==> src/rtl/serial_adder.sv <==
// Digit-serial adder/subtractor. Consumes WIDTH-bit operands DIGIT_W bits per
// clock, least-significant digit first, and keeps the ripple carry in a register
// between digits. Valid/ready handshakes are used on both the request side and
// the result side.
module serial_adder #(
    parameter int WIDTH   = 8,
    parameter int DIGIT_W = 2
) (
    input  logic             i_clk,
    input  logic             i_rst,
    input  logic             i_valid,
    output logic             o_ready,
    input  logic [WIDTH-1:0] i_a,
    input  logic [WIDTH-1:0] i_b,
    input  logic             i_cin,
    input  logic             i_sub,
    output logic             o_valid,
    input  logic             i_ready,
    output logic [WIDTH-1:0] o_sum,
    output logic             o_cout,
    output logic             o_overflow,
    output logic             o_zero
);

    localparam int N     = WIDTH / DIGIT_W;
    localparam int CNT_W = (N > 1) ? $clog2(N) : 1;

    typedef enum logic [1:0] {
        S_IDLE,
        S_RUN,
        S_DONE
    } state_t;

    state_t             state_q, state_d;

    // Latched operands. They shift right one digit per RUN cycle, so the
    // current digit is always in the low bits.
    logic [WIDTH-1:0]   a_q, b_q;
    logic               carry_q;
    logic [CNT_W-1:0]   cnt_q;
    // Assembly register. Each new digit enters at the top and the register
    // shifts right, so after N digits the first digit sits at bit 0.
    logic [WIDTH-1:0]   part_q;

    // Result registers. They are kept apart from part_q so the outputs stay
    // stable in DONE and IDLE while the next sum is being built.
    logic [WIDTH-1:0]   sum_q;
    logic               cout_q, ovf_q, zero_q;

    logic               last_digit;
    logic [DIGIT_W-1:0] digit_a, digit_b;
    logic [DIGIT_W:0]   digit_res;
    logic [WIDTH-1:0]   part_d;
    logic               carry_into_msb;

    assign last_digit = (cnt_q == CNT_W'(N - 1));
    assign digit_a    = a_q[DIGIT_W-1:0];
    assign digit_b    = b_q[DIGIT_W-1:0];
    assign digit_res  = {1'b0, digit_a} + {1'b0, digit_b} + {{DIGIT_W{1'b0}}, carry_q};
    assign part_d     = (part_q >> DIGIT_W)
                      | (WIDTH'(digit_res[DIGIT_W-1:0]) << (WIDTH - DIGIT_W));
    // On the top digit, a ^ b ^ s at the MSB recovers the carry into the MSB.
    assign carry_into_msb = digit_a[DIGIT_W-1] ^ digit_b[DIGIT_W-1] ^ digit_res[DIGIT_W-1];

    // Handshake status is decoded directly from the state. Reset forces IDLE
    // asynchronously, so these outputs reach their reset values at once.
    assign o_ready    = (state_q == S_IDLE);
    assign o_valid    = (state_q == S_DONE);
    assign o_sum      = sum_q;
    assign o_cout     = cout_q;
    assign o_overflow = ovf_q;
    assign o_zero     = zero_q;

    // State register.
    always_ff @(posedge i_clk or posedge i_rst) begin
        // NOTE: sequential blocks use non-blocking (<=) so that every register
        // samples values from before the edge, whatever order the blocks run in.
        if (i_rst) state_q <= S_IDLE;
        else       state_q <= state_d;
    end

    // Next-state logic: accept in IDLE, N digit cycles, then hold until the result is taken.
    always_comb begin
        // NOTE: assign the default first so that no path leaves state_d
        // unassigned, which would infer a latch.
        state_d = state_q;
        case (state_q)
            S_IDLE:  if (i_valid)    state_d = S_RUN;
            S_RUN:   if (last_digit) state_d = S_DONE;
            S_DONE:  if (i_ready)    state_d = S_IDLE;
            default:                 state_d = S_IDLE;
        endcase
    end

    // Datapath: latch operands on accept, add one digit per RUN cycle, and
    // publish the result on the last digit.
    always_ff @(posedge i_clk or posedge i_rst) begin
        if (i_rst) begin
            // NOTE: these are ordinary flops, not a memory array, so they are all
            // reset here. That clears any stale operand or result on an abort.
            a_q     <= '0;
            b_q     <= '0;
            carry_q <= 1'b0;
            cnt_q   <= '0;
            part_q  <= '0;
            sum_q   <= '0;
            cout_q  <= 1'b0;
            ovf_q   <= 1'b0;
            zero_q  <= 1'b0;
        end else begin
            case (state_q)
                S_IDLE: begin
                    if (i_valid) begin
                        // Subtraction is A + ~B + 1: the +1 comes in as the initial carry.
                        a_q     <= i_a;
                        b_q     <= i_sub ? ~i_b : i_b;
                        carry_q <= i_sub | i_cin;
                        cnt_q   <= '0;
                        part_q  <= '0;
                    end
                end
                S_RUN: begin
                    a_q     <= a_q >> DIGIT_W;
                    b_q     <= b_q >> DIGIT_W;
                    carry_q <= digit_res[DIGIT_W];
                    part_q  <= part_d;
                    cnt_q   <= cnt_q + CNT_W'(1);
                    if (last_digit) begin
                        sum_q  <= part_d;
                        cout_q <= digit_res[DIGIT_W];
                        ovf_q  <= carry_into_msb ^ digit_res[DIGIT_W];
                        zero_q <= (part_d == '0);
                    end
                end
                default: ;
            endcase
        end
    end

endmodule

==> config.mk <==
export PLATFORM = sky130hd
export DESIGN_NAME = serial_adder
export DESIGN_NICKNAME = d
export VERILOG_FILES = /design/src/rtl/serial_adder.sv
export SDC_FILE = /design/constraint.sdc
export NUM_CORES = 1
export LEC_CHECK = 0
export ABC_AREA = 1
export BUFFER_PORTS_ARGS = -buffer_cell sky130_fd_sc_hd__buf_2
export CAP_MARGIN = 15
export CORE_UTILIZATION = 45
export CTS_BUF_LIST = sky130_fd_sc_hd__clkbuf_4 sky130_fd_sc_hd__clkbuf_8 sky130_fd_sc_hd__clkbuf_16
export CTS_CLUSTER_SIZE = 12
export DETAILED_ROUTE_END_ITERATION = 12
export GPL_TIMING_DRIVEN = 0
export PLACE_DENSITY = 0.75
export SLEW_MARGIN = 20
export SYNTH_ARGS = -nofsm -noshare
export SYNTH_HDL_FRONTEND = slang
export SYNTH_SLANG_ARGS = --single-unit
==> constraint.sdc <==
create_clock -name i_clk -period 4.4 [get_ports i_clk]
set_clock_uncertainty 0.2 [all_clocks]
set_input_delay 0 -clock i_clk [delete_from_list [all_inputs] [get_ports i_clk]]
set_output_delay 0 -clock i_clk [all_outputs]
set_load 0.05 [all_outputs]
==> results of run 1 <==
## stage by stage
| step | util (%) | power, W | cells | setup slack (ns) |
|---|---|---|---|---|
| 4_1_cts | 64.2 | 0.00172 | 313 | 2.24 |
| 3_5_place_dp | 54.8 | 0.00144 | 279 | 2.27 |
| 3_3_place_gp | 54.1 | 0.00141 | 278 | 2.29 |
| 5_1_grt | 64.2 | 0.00185 | 313 | 2.11 |
| 2_1_floorplan | - | 0.00124 | 197 | 2.41 |
| 6_report | 64.2 | 0.00172 | 313 | 2.24 |
## cell families after synthesis
group                      count (synthesis)
adders and majority gates                  4
AOI/OAI and AO/OA                         21
and+or+nand+nor                          100
DFF                                       38
xor gates and xnor gates                   8
buffers and inverters                     26
## layer usage
layer,GRT usage [%],routed length [µm]
met4,7.61,50
met2,36.7,2020
met3,4.34,139
met1,25.7,1710
met5,0,0
## Yosys cell counts
| master | number | area share [%] |
|---|---|---|
| sky130_fd_sc_hd__ha_1 | 2 | 1.4 |
| sky130_fd_sc_hd__xnor2_1 | 2 | 0.97 |
| sky130_fd_sc_hd__nand2_2 | 3 | 1.0 |
| sky130_fd_sc_hd__fa_1 | 2 | 2.2 |
| sky130_fd_sc_hd__a21oi_2 | 1 | 0.48 |
| sky130_fd_sc_hd__o31ai_1 | 1 | 0.41 |
| sky130_fd_sc_hd__a21oi_1 | 1 | 0.28 |
| sky130_fd_sc_hd__o21ai_0 | 5 | 1.4 |
| sky130_fd_sc_hd__nor2_1 | 9 | 1.9 |
| sky130_fd_sc_hd__buf_6 | 3 | 1.9 |
| sky130_fd_sc_hd__nand3b_1 | 1 | 0.41 |
| sky130_fd_sc_hd__inv_1 | 15 | 3.1 |
| sky130_fd_sc_hd__nand3_1 | 34 | 9.4 |
| sky130_fd_sc_hd__nand2_4 | 1 | 0.62 |
| sky130_fd_sc_hd__buf_2 | 1 | 0.28 |
| sky130_fd_sc_hd__o22ai_1 | 5 | 1.7 |
| sky130_fd_sc_hd__nand2_1 | 51 | 11 |
| sky130_fd_sc_hd__nor2_4 | 1 | 0.62 |
| sky130_fd_sc_hd__dfrtp_1 | 38 | 52 |
| sky130_fd_sc_hd__buf_4 | 4 | 1.7 |
| sky130_fd_sc_hd__inv_2 | 3 | 0.62 |
| sky130_fd_sc_hd__xor2_1 | 6 | 2.9 |
| sky130_fd_sc_hd__o21ai_2 | 8 | 3.9 |
## critical path: cells and delay by family, from the launching register on
| family | cells | cell delay, ns |
|---|---|---|
| adders and majority gates | 2 | 1.07 |
| DFF | 1 | 0.35 |
| buffers and inverters | 2 | 0.15 |
| and+or+nand+nor | 4 | 0.27 |
## report_power, final
part | total [W] | switching, W | internal, W
logic | 0.000895 | 0.000589 | 0.000306
registers | 0.000569 | 0.0000778 | 0.000492
clock network | 0.000252 | 0.000120 | 0.000133
## area by class of cell
| class | instances | share of cell area [%] |
|---|---|---|
| Clock inverter | 1 | 0.207 |
| Timing Repair Buffer | 60 | 18.7 |
| Buffer | 8 | 2.84 |
| Clock buffer | 7 | 3.72 |
| Tap cell | 48 | 2.48 |
| Sequential cell | 38 | 39.3 |
| Multi-Input combinational cell | 133 | 30.0 |
| Inverter | 18 | 2.79 |
## state kept, by name, summed over array words and instances (netlist names)
register / flops
state_q: 2
o_sum: 8
o_cout: 1
o_zero: 1
a_q: 8
cnt_q: 2
b_q: 8
carry_q: 1
o_overflow: 1
part_q: 6
## worst paths after layout
| path | startpoint | to | slack (ns) | cells after the start |
|---|---|---|---|---|
| worst max register to register | a_q[0] | o_overflow | 2.24 | 8 |
| min in group asynchronous | i_rst | a_q[4] | 0.05 | 3 |
| worst min-delay path | i_sub | b_q[5] | 0.002 | 4 |
| worst max-delay path | a_q[0] | o_overflow | 2.24 | 8 |
| max in group asynchronous | i_rst | o_sum[7] | 3.52 | 4 |
| worst min register to register | o_sum[4] | o_sum[4] | 0.28 | 2 |
==> flow_results.xml, run 1 <==
<?xml version="1.0" encoding="UTF-8"?>
<metrics>
  <group name="run_status">
    <metric name="run_status" unit="">completed</metric>
  </group>
  <group name="yosys">
    <metric name="postSynthRegisterBits" unit="">38</metric>
    <metric name="synth_nets" unit="">223</metric>
    <metric name="synth_top_family_by_area" unit="">simple AND/OR/NAND/NOR gates</metric>
    <metric name="yosys.area_share.simple" unit="%">24.5</metric>
    <metric name="synth-compound-area-share" unit="%">8.14</metric>
    <metric name="avgSynthCellArea" unit="µm²">9.21</metric>
    <metric name="synth.distinct_cells" unit="">23</metric>
    <metric name="mappedNetlistArea" unit="µm²">1810</metric>
    <metric name="post_synth_mux_area_share" unit="%">0</metric>
    <metric name="synth-warning-count" unit="">0</metric>
    <metric name="synth_xor_xnor_area_share" unit="%">3.86</metric>
    <metric name="syn-instance-count" unit="">197</metric>
    <metric name="yosys.area_share.adder" unit="%">3.59</metric>
    <metric name="share_of_the_yosys_chip_area_belonging_to_registers" unit="%">52.4</metric>
  </group>
  <group name="setup_path">
    <metric name="worstSetupPathType" unit="">flip-flop to flip-flop</metric>
    <metric name="cp_data_required_time" unit="ns">4.38</metric>
    <metric name="crit_path_start_kind" unit="">flip-flop</metric>
    <metric name="worstPathArrival" unit="ns">2.13</metric>
    <metric name="critical_path.cell_chain" unit="">inv_1, fa_1, fa_1, inv_1, nand2_1, nand3_1, nand3_1, nand2_1</metric>
    <metric name="crit_fanout" unit="">6</metric>
    <metric name="worstSetupEndpointType" unit="">flip-flop</metric>
    <metric name="critPathMaxStageDelay" unit="ns">0.63</metric>
    <metric name="cp_slowest_cell" unit="">sky130_fd_sc_hd__fa_1</metric>
  </group>
  <group name="cts">
    <metric name="clockBufferDepth" unit="">2</metric>
    <metric name="postCtsHoldBufs" unit="">26</metric>
    <metric name="worst_setup_hold_path_clk_slew" unit="ns">0.08</metric>
    <metric name="cts_made_buffers" unit="">5</metric>
    <metric name="clock_latency" unit="ns">0.29</metric>
    <metric name="clock_sinks" unit="">38</metric>
    <metric name="ctsResizeCount" unit="">0</metric>
    <metric name="clk_root_buffer_cell" unit="">sky130_fd_sc_hd__clkbuf_8</metric>
    <metric name="cts_max_level" unit="">2</metric>
    <metric name="clock_tree_from_tritoncts" unit="">done</metric>
    <metric name="cts_setup_buffers" unit="">0</metric>
  </group>
  <group name="sta">
    <metric name="final_hold_viol_count" unit="">0</metric>
    <metric name="clock_period_minus_worst_slack" unit="ns">2.16</metric>
    <metric name="worst-slew-pin-transition" unit="ns">0.414</metric>
    <metric name="setup_viol" unit="">0</metric>
    <metric name="period_share" unit="%">49.0</metric>
    <metric name="maxClockFrequency" unit="GHz">0.464</metric>
    <metric name="hold_ws" unit="ns">0.00188</metric>
    <metric name="maxSlewHeadroom" unit="%">72.4</metric>
    <metric name="report.final.slew_viol_count" unit="">0</metric>
    <metric name="grt_setup_unrepaired" unit="">no</metric>
    <metric name="final.setup.tns" unit="ns">0</metric>
  </group>
  <group name="global_routing">
    <metric name="grt.total_usage" unit="%">21.1</metric>
    <metric name="first_pass_grt_wire_length" unit="µm">6800</metric>
    <metric name="maximum_number_of_pins_on_one_net_before_global_route_repair" unit="">22</metric>
    <metric name="global_route.overflow_total" unit="">0</metric>
    <metric name="antenna_found_initial" unit="">0</metric>
    <metric name="grt_pass1_vias" unit="">1624</metric>
  </group>
  <group name="die">
    <metric name="row_count" unit="">22</metric>
    <metric name="die_w" unit="µm">65.5</metric>
    <metric name="core_area" unit="µm²">3770</metric>
    <metric name="die_area" unit="µm²">4290</metric>
    <metric name="num_io_pins" unit="">35</metric>
    <metric name="overall_die_height" unit="µm">65.5</metric>
    <metric name="initial_core_util" unit="%">48.1</metric>
  </group>
  <group name="cells_and_area">
    <metric name="n_antenna_cell" unit="">0</metric>
    <metric name="most_common_library_cell_in_the_layout_ignoring_fill_and_taps" unit="">sky130_fd_sc_hd__nand2_1</metric>
    <metric name="mostFrequentLayoutCells" unit="">sky130_fd_sc_hd__nand2_1, sky130_fd_sc_hd__dfrtp_1, sky130_fd_sc_hd__nand3_1, sky130_fd_sc_hd__buf_2, sky130_fd_sc_hd__dlygate4sd3_1</metric>
    <metric name="num-nets-final" unit="">290</metric>
    <metric name="area.sequential" unit="µm²">951</metric>
    <metric name="filler_cell_count" unit="">294</metric>
    <metric name="multi_input_comb_area" unit="µm²">727</metric>
    <metric name="area.growth.synth_to_final" unit="%">33.5</metric>
    <metric name="postLayoutCellArea" unit="µm²">2420</metric>
    <metric name="drive_above_1_share" unit="%">25.7</metric>
  </group>
  <group name="placed_design">
    <metric name="dpl_cell_area" unit="µm²">2070</metric>
    <metric name="gp_routability_congestion" unit="">0.750</metric>
    <metric name="placement.io_buffers" unit="">33</metric>
    <metric name="hpwlAfterDp" unit="µm">2500</metric>
  </group>
  <group name="routing">
    <metric name="final_antenna_net_count" unit="">0</metric>
    <metric name="drt_first_pass_iters" unit="">4</metric>
    <metric name="routed_wl" unit="µm">3920</metric>
    <metric name="drt-wirelength-per-cell" unit="µm">12.5</metric>
    <metric name="route.detailed.vias_per_inst" unit="">4.96</metric>
    <metric name="dr_total_vias" unit="">1554</metric>
    <metric name="dr.first_iter.drc_count" unit="">46</metric>
    <metric name="detail_route.drc_violations" unit="">0</metric>
  </group>
  <group name="run">
    <metric name="max-cap-violations" unit="">0</metric>
  </group>
  <group name="power">
    <metric name="power_density_over_cell_area" unit="nW/µm²">709</metric>
    <metric name="worst_ir_drop_vdd" unit="mV">0.611</metric>
    <metric name="cellLeakagePower" unit="nW">1.24</metric>
  </group>
  <group name="hold_path">
    <metric name="worst_hold_path_type" unit="">primary input to flip-flop</metric>
  </group>
</metrics>
Note: power is estimated with default switching activity, not from simulation.
==> run 2: changes to the inputs <==
ABC_AREA = 0   (was 1)
clock period = 2 ns   (was 4.4 ns; I/O delays follow)
==> run 2 against run 1 <==
The flow now finishes with violations (negative setup slack). Via count decreased by 13%. Clock-buffer cell count shrank 1. Core utilization decreased by 1.7 points. Largest power group unchanged. Non-clock buffer count shrank 2. Sequential power grew 120%. Sequential share of layout area is 1.7 points higher. Clock power is 120% higher. First-iteration DRC count increased by 26%. Flip-flop and latch count is the same. Synthesized area fell by 1.8%.
==> flow_results.xml, run 2 <==
<?xml version="1.0" encoding="UTF-8"?>
<metrics>
  <group name="run_status">
    <metric name="run_status" unit="">complete, but fails checks</metric>
    <metric name="failed_checks" unit="">negative setup slack</metric>
  </group>
  <group name="sta">
    <metric name="final.setup.tns" unit="ns">-0.0375</metric>
    <metric name="setup_viol" unit="">1</metric>
    <metric name="maxClockFrequency" unit="GHz">0.491</metric>
    <metric name="clock_period_minus_worst_slack" unit="ns">2.04</metric>
    <metric name="period_share" unit="%">102</metric>
    <metric name="worst-slew-pin-transition" unit="ns">0.769</metric>
    <metric name="maxSlewHeadroom" unit="%">48.6</metric>
    <metric name="hold_ws" unit="ns">0.0510</metric>
    <metric name="grt_setup_unrepaired" unit="">yes</metric>
    <metric name="final_hold_viol_count" unit="">0</metric>
    <metric name="report.final.slew_viol_count" unit="">0</metric>
    <metric name="setup_ws_post_layout" unit="ns">-0.0375</metric>
  </group>
  <group name="setup_path">
    <metric name="critPathMostFrequentCell" unit="">sky130_fd_sc_hd__fa_2</metric>
    <metric name="crit_path_start_kind" unit="">flip-flop</metric>
    <metric name="worstSetupPathType" unit="">flip-flop to flip-flop</metric>
    <metric name="worstSetupEndpointType" unit="">flip-flop</metric>
    <metric name="cp_data_required_time" unit="ns">1.96</metric>
    <metric name="critical_path.cell_chain" unit="">inv_2, fa_2, fa_2, xor2_1, xnor2_1, o21ai_1</metric>
    <metric name="cp_slowest_cell" unit="">sky130_fd_sc_hd__fa_2</metric>
    <metric name="critPathMaxStageDelay" unit="ns">0.55</metric>
    <metric name="crit_fanout" unit="">2</metric>
    <metric name="worstPathArrival" unit="ns">2.00</metric>
  </group>
  <group name="yosys">
    <metric name="synth-warning-count" unit="">0</metric>
    <metric name="synth_edf_count" unit="">0</metric>
    <metric name="share_of_the_yosys_chip_area_belonging_to_registers" unit="%">53.4</metric>
    <metric name="yosys.cell_count.top_type" unit="">sky130_fd_sc_hd__dfrtp_1</metric>
    <metric name="synth_area_leader_cell" unit="">sky130_fd_sc_hd__dfrtp_1</metric>
    <metric name="syn-instance-count" unit="">154</metric>
    <metric name="postSynthRegisterBits" unit="">38</metric>
    <metric name="synth_async_sr_flop_share" unit="%">100</metric>
    <metric name="mappedNetlistArea" unit="µm²">1780</metric>
    <metric name="synth.top_cells.by_area" unit="">sky130_fd_sc_hd__dfrtp_1, sky130_fd_sc_hd__xor2_1, sky130_fd_sc_hd__a22o_1</metric>
    <metric name="avgSynthCellArea" unit="µm²">11.6</metric>
    <metric name="synth_nets" unit="">180</metric>
    <metric name="synth.distinct_cells" unit="">30</metric>
    <metric name="yosys_most_used_dff" unit="">sky130_fd_sc_hd__dfrtp_1</metric>
    <metric name="yosys.area.top_type_share" unit="%">53.4</metric>
    <metric name="synth.top_cells.by_count" unit="">sky130_fd_sc_hd__dfrtp_1, sky130_fd_sc_hd__inv_1, sky130_fd_sc_hd__o21ai_0</metric>
  </group>
  <group name="die">
    <metric name="initial_core_util" unit="%">47.9</metric>
    <metric name="core_area" unit="µm²">3720</metric>
    <metric name="die_area" unit="µm²">4220</metric>
    <metric name="row_count" unit="">22</metric>
    <metric name="num_io_pins" unit="">35</metric>
    <metric name="die_w" unit="µm">64.9</metric>
    <metric name="overall_die_height" unit="µm">64.9</metric>
  </group>
  <group name="cells_and_area">
    <metric name="drive_above_1_share" unit="%">31.3</metric>
    <metric name="area.growth.synth_to_final" unit="%">30.3</metric>
    <metric name="num-nets-final" unit="">242</metric>
    <metric name="mostFrequentLayoutCells" unit="">sky130_fd_sc_hd__buf_2, sky130_fd_sc_hd__dfrtp_1, sky130_fd_sc_hd__dlygate4sd3_1</metric>
    <metric name="n_antenna_cell" unit="">0</metric>
    <metric name="filler_cell_count" unit="">311</metric>
    <metric name="most_common_library_cell_in_the_layout_ignoring_fill_and_taps" unit="">sky130_fd_sc_hd__buf_2</metric>
    <metric name="final_core_utilization" unit="%">62.5</metric>
  </group>
  <group name="power">
    <metric name="design_power_total" unit="W">0.00363</metric>
    <metric name="sw_frac_of_total" unit="%">42.7</metric>
    <metric name="share_clk_of_total_power" unit="%">15.0</metric>
    <metric name="power_density_over_cell_area" unit="nW/µm²">1560</metric>
    <metric name="power.internal" unit="W">0.00208</metric>
    <metric name="cellLeakagePower" unit="nW">1.18</metric>
    <metric name="switchingPower" unit="W">0.00155</metric>
    <metric name="sequentialPowerShare" unit="%">34.9</metric>
    <metric name="worst_ir_drop_vdd" unit="mV">0.659</metric>
    <metric name="power.share.combinational" unit="%">50.1</metric>
  </group>
  <group name="global_routing">
    <metric name="grt.total_usage" unit="%">19.5</metric>
    <metric name="global_route.overflow_total" unit="">0</metric>
    <metric name="maximum_number_of_pins_on_one_net_before_global_route_repair" unit="">39</metric>
    <metric name="antenna_found_initial" unit="">0</metric>
    <metric name="grt_pass1_vias" unit="">1372</metric>
    <metric name="first_pass_grt_wire_length" unit="µm">6020</metric>
  </group>
  <group name="placed_design">
    <metric name="placement.io_buffers" unit="">33</metric>
    <metric name="hpwlAfterDp" unit="µm">2480</metric>
    <metric name="gp_routability_congestion" unit="">0.713</metric>
  </group>
  <group name="routing">
    <metric name="drt-wirelength-per-cell" unit="µm">13.6</metric>
    <metric name="dr_total_vias" unit="">1346</metric>
    <metric name="detail_route.drc_violations" unit="">0</metric>
    <metric name="routed_wl" unit="µm">3610</metric>
    <metric name="dr.first_iter.drc_count" unit="">58</metric>
    <metric name="drt_first_pass_iters" unit="">5</metric>
    <metric name="route.detailed.vias_per_inst" unit="">5.08</metric>
    <metric name="final_antenna_net_count" unit="">0</metric>
  </group>
  <group name="cts">
    <metric name="clock_latency" unit="ns">0.29</metric>
    <metric name="cts_made_buffers" unit="">5</metric>
    <metric name="clk_root_buffer_cell" unit="">sky130_fd_sc_hd__clkbuf_8</metric>
    <metric name="worst_setup_hold_path_clk_slew" unit="ns">0.08</metric>
    <metric name="cts_max_level" unit="">2</metric>
    <metric name="clock_sinks" unit="">38</metric>
    <metric name="clockBufferDepth" unit="">2</metric>
    <metric name="clock_tree_from_tritoncts" unit="">done</metric>
  </group>
  <group name="run">
    <metric name="max-cap-violations" unit="">0</metric>
  </group>
  <group name="hold_path">
    <metric name="worst_hold_path_type" unit="">primary input to flip-flop</metric>
  </group>
</metrics>
## run 2: cell types whose count changed after synthesis, sizes merged, moves of 3 or more
cell    change
and3b       +7
o22ai       -3
nor2        -7
nand2      -43
xor2        +3
inv         -4
a222oi      +5
nand3      -34
a22o        +8
a21oi       +5
mux2        +6
## run 2: cell type report
| type | count | area [µm²] | area share, % |
|---|---|---|---|
| Buffer | 11 | 66.3 | 2.86 |
| Clock buffer | 6 | 82.6 | 3.56 |
| Clock inverter | 2 | 12.5 | 0.539 |
| Inverter | 14 | 52.6 | 2.26 |
| Multi-Input combinational cell | 91 | 717 | 30.9 |
| Sequential cell | 38 | 951 | 40.9 |
| Tap cell | 48 | 60.1 | 2.59 |
| Timing Repair Buffer | 55 | 380 | 16.4 |
## run 2: critical path: cells and delay by family, from the launching register on
| family | cells | cell delay (ns) |
|---|---|---|
| fa+ha+maj | 2 | 0.93 |
| xor+xnor | 2 | 0.31 |
| compound gates | 1 | 0.07 |
| flops | 1 | 0.36 |
| buf+inv | 1 | 0.05 |
## run 2: repair_timing
action	in CTS	in global routing
hold endpoints to repair	56	0
setup buffers	2	0
hold buffers	20	0
setup endpoints to repair	1	2
resized for setup	3	2
pin swaps	4	1
## run 2: worst paths after layout
kind / to / depth (start not counted) / slack (ns) / start
min in group asynchronous: a_q[1] / 3 / 0.20 / i_rst
hold reg to reg: a_q[2] / 2 / 0.28 / a_q[2]
max in group asynchronous: part_q[6] / 3 / 0.92 / i_rst
setup reg to reg: o_overflow / 6 / -0.04 / carry_q
setup / recovery: o_overflow / 6 / -0.04 / carry_q
hold / removal: b_q[2] / 4 / 0.05 / i_sub
## run 2: cell families after synthesis
family,share of synthesized area [%]
XOR/XNOR,4.92
buffers and inverters,6.67
AND/OR/NAND/NOR,11.3
AO/OA/AOI/OAI,15.7
flip-flops,53.4
adder cells (fa/ha/maj),3.65
multiplexers,4.35
## run 2: stage by stage
| step | setup slack (ns) | instance area [µm²] | std cells |
|---|---|---|---|
| finish | -0.0375 | 2320 | 265 |
| global route | -0.103 | 2320 | 265 |
| CTS | -0.0471 | 2320 | 265 |
| detailed placement | -0.136 | 2010 | 235 |
| global placement | -0.101 | 2010 | 235 |
| floorplan | -0.00397 | 1780 | 154 |
## run 2: per-layer routing
metal	up-vias	global-route usage, %	share of wire (%)
li1	662	-	-
met1	640	22.3	44
met2	40	34.1	50
met3	4	5.81	4.5
met4	0	6.67	1.1
met5	-	0	0
## run 2: power by group through the flow
stage / Sequential, W / Combinational [W] / Clock [W]
floorplan: 0.00155 / 0.00105 / 0
global placement: 0.00126 / 0.00168 / 0
detailed placement: 0.00128 / 0.00174 / 0
CTS: 0.00126 / 0.00184 / 0.000556
global route: 0.00130 / 0.00199 / 0.000601
finish: 0.00127 / 0.00181 / 0.000545
==> run 3: changes to the inputs <==
CORE_MARGIN = 1.5   (was unset)
==> run 3 against run 2 <==
The flow still finishes with violations (negative setup slack). Flip-flop and latch count unchanged. Final cell count increased by 2.3%. Register-to-register slack about the same. Worst hold slack got worse by 0.047 ns. Clock power increased by 16%. Total power increased by 3.9%. Highest routed layer unchanged. Setup slack got worse by 0.0016 ns. Via count increased by 0.97%. First-iteration DRC count increased by 79%. Sequential share of layout area decreased by 1.3 points. Core utilization increased by 1.6 points.
==> flow_results.xml, run 3 (synthesis results as in run 2) <==
<?xml version="1.0" encoding="UTF-8"?>
<metrics>
  <group name="setup_path">
    <metric name="crit_path_start_kind" unit="">flip-flop</metric>
    <metric name="critical_path.endpoint" unit="">o_overflow</metric>
    <metric name="crit-reg2reg-capture" unit="">o_overflow</metric>
    <metric name="r2r_cells" unit="">6</metric>
    <metric name="crit_fanout" unit="">2</metric>
    <metric name="worstSetupStartpoint" unit="">a_q[0]</metric>
    <metric name="worstSetupPathType" unit="">flip-flop to flip-flop</metric>
    <metric name="timing.reg2reg.setup_slack" unit="ns">-0.04</metric>
    <metric name="worstSetupEndpointType" unit="">flip-flop</metric>
    <metric name="cp_data_required_time" unit="ns">1.96</metric>
    <metric name="worstPathArrival" unit="ns">2.00</metric>
    <metric name="rr_startpoint" unit="">a_q[0]</metric>
  </group>
  <group name="die">
    <metric name="core_area" unit="µm²">3740</metric>
    <metric name="initial_core_util" unit="%">47.6</metric>
    <metric name="row_count" unit="">22</metric>
    <metric name="die_w" unit="µm">65.9</metric>
    <metric name="die_area" unit="µm²">4350</metric>
    <metric name="overall_die_height" unit="µm">65.9</metric>
    <metric name="num_io_pins" unit="">35</metric>
  </group>
  <group name="routing">
    <metric name="routed_wl" unit="µm">3640</metric>
    <metric name="dr.first_iter.drc_count" unit="">104</metric>
    <metric name="final_antenna_net_count" unit="">0</metric>
    <metric name="route.detailed.vias_per_inst" unit="">5.01</metric>
    <metric name="drt_first_pass_iters" unit="">4</metric>
    <metric name="detail_route.drc_violations" unit="">0</metric>
    <metric name="dr_total_vias" unit="">1359</metric>
    <metric name="drt-wirelength-per-cell" unit="µm">13.4</metric>
  </group>
  <group name="placed_design">
    <metric name="detailedPlace.worstSlack" unit="ns">-0.156</metric>
    <metric name="gp_routability_congestion" unit="">0.736</metric>
    <metric name="hpwlAfterDp" unit="µm">2410</metric>
    <metric name="placement.io_buffers" unit="">33</metric>
  </group>
  <group name="global_routing">
    <metric name="first_pass_grt_wire_length" unit="µm">5910</metric>
    <metric name="maximum_number_of_pins_on_one_net_before_global_route_repair" unit="">27</metric>
    <metric name="antenna_found_initial" unit="">0</metric>
    <metric name="global_route.overflow_total" unit="">0</metric>
    <metric name="grt.total_usage" unit="%">18.2</metric>
    <metric name="grt_pass1_vias" unit="">1328</metric>
  </group>
  <group name="cells_and_area">
    <metric name="area.growth.synth_to_final" unit="%">34.6</metric>
    <metric name="most_common_library_cell_in_the_layout_ignoring_fill_and_taps" unit="">sky130_fd_sc_hd__buf_2</metric>
    <metric name="drive_above_1_share" unit="%">32.3</metric>
    <metric name="mostFrequentLayoutCells" unit="">sky130_fd_sc_hd__buf_2, sky130_fd_sc_hd__dfrtp_1, sky130_fd_sc_hd__dlygate4sd3_1</metric>
    <metric name="n_antenna_cell" unit="">0</metric>
    <metric name="filler_cell_count" unit="">305</metric>
    <metric name="num-nets-final" unit="">248</metric>
  </group>
  <group name="cts">
    <metric name="clock_sinks" unit="">38</metric>
    <metric name="worst_setup_hold_path_clk_slew" unit="ns">0.07</metric>
    <metric name="clock_latency" unit="ns">0.29</metric>
    <metric name="cts_max_level" unit="">2</metric>
    <metric name="clockBufferDepth" unit="">2</metric>
    <metric name="cts_made_buffers" unit="">5</metric>
    <metric name="clock_tree_from_tritoncts" unit="">done</metric>
    <metric name="clk_root_buffer_cell" unit="">sky130_fd_sc_hd__clkbuf_8</metric>
  </group>
  <group name="sta">
    <metric name="period_share" unit="%">102</metric>
    <metric name="clock_period_minus_worst_slack" unit="ns">2.04</metric>
    <metric name="maxClockFrequency" unit="GHz">0.490</metric>
    <metric name="setup_viol" unit="">2</metric>
    <metric name="hold_ws" unit="ns">0.00413</metric>
    <metric name="final_hold_viol_count" unit="">0</metric>
    <metric name="maxSlewHeadroom" unit="%">72.7</metric>
    <metric name="grt_setup_unrepaired" unit="">yes</metric>
    <metric name="setup_ws_post_layout" unit="ns">-0.0391</metric>
    <metric name="report.final.slew_viol_count" unit="">0</metric>
    <metric name="final.setup.tns" unit="ns">-0.0439</metric>
    <metric name="worst-slew-pin-transition" unit="ns">0.409</metric>
  </group>
  <group name="run">
    <metric name="max-cap-violations" unit="">0</metric>
  </group>
  <group name="power">
    <metric name="worst_ir_drop_vdd" unit="mV">0.883</metric>
    <metric name="cellLeakagePower" unit="nW">1.22</metric>
    <metric name="power_density_over_cell_area" unit="nW/µm²">1570</metric>
  </group>
  <group name="run_status">
    <metric name="run_status" unit="">complete, but fails checks</metric>
    <metric name="failed_checks" unit="">negative setup slack</metric>
  </group>
  <group name="hold_path">
    <metric name="worst_hold_path_type" unit="">primary input to asynchronous set/reset pin</metric>
  </group>
</metrics>
[run 3: cell types whose count changed in the layout (fill, tap and decap cells not counted)]
| cell | change |
|---|---|
| sky130_fd_sc_hd__buf_4 | +3 |
| sky130_fd_sc_hd__clkinv_2 | +1 |
| sky130_fd_sc_hd__dlygate4sd3_1 | +2 |
| sky130_fd_sc_hd__clkbuf_8 | -1 |
| sky130_fd_sc_hd__bufinv_16 | +1 |
| sky130_fd_sc_hd__clkinvlp_4 | -1 |
| sky130_fd_sc_hd__buf_12 | +1 |
[run 3: worst min path at each step]
stage | endpoint | slack (ns)
after CTS | b_q[4] | 0.007
final | b_q[4] | 0.004
after detailed placement | b_q[4] | -0.24
after floorplan | state_q[1] | -0.09
after global placement | a_q[6] | 0.02
after global routing | b_q[4] | 0.04
[run 3: what timing repair did]
item                                    4_1_cts  5_1_grt
gates cloned                                  0        0
endpoints found under the hold margin        56        0
pin swaps                                     2        1
gates resized for setup                       4        1
endpoints found under the setup margin        1        3
hold buffers                                 22        0
setup buffers                                 2        3
[run 3: where the power goes]
part	total, W	leakage, nW	internal [W]	switching (W)
combinational	0.00187	0.672	0.000762	0.00111
sequential	0.00126	0.493	0.00108	0.000181
clock	0.000632	0.0579	0.000367	0.000265
[run 3: routing by layer]
metal	up-vias	global-route usage, %	part of all wire (%)
met5	-	0	0
met4	0	3.91	0.22
met3	2	4.09	4.8
met2	47	32.2	50
met1	638	22.5	45
li1	672	-	-
[run 3: worst max-delay path, stage by stage, from the launching register on]
cell and delay, ns:
sky130_fd_sc_hd__dfrtp_1 0.34, sky130_fd_sc_hd__inv_2 0.05, sky130_fd_sc_hd__fa_2 0.39, sky130_fd_sc_hd__fa_2 0.56, sky130_fd_sc_hd__xor2_1 0.17, sky130_fd_sc_hd__xnor2_1 0.13, sky130_fd_sc_hd__o21ai_1 0.08
[run 3: per-stage QoR]
step                cell area, µm²  util [%]  std cells  power [W]
finish                        2400      64.1        271    0.00377
global route                  2400      64.1        271    0.00402
CTS                           2380      63.5        268    0.00375
detailed placement            2030      54.2        236    0.00302
global placement              2010      53.7        235    0.00296
floorplan                     1780         -        154    0.00261
[run 3: final cells by class]
cell class / count / area, µm² / area share, %
Sequential cell: 38 / 951 / 39.6
Multi-Input combinational cell: 91 / 717 / 29.9
Timing Repair Buffer: 61 / 443 / 18.5
Clock buffer: 5 / 68.8 / 2.87
Buffer: 11 / 66.3 / 2.76
Tap cell: 48 / 60.1 / 2.50
Inverter: 14 / 52.6 / 2.19
Clock inverter: 3 / 40.0 / 1.67
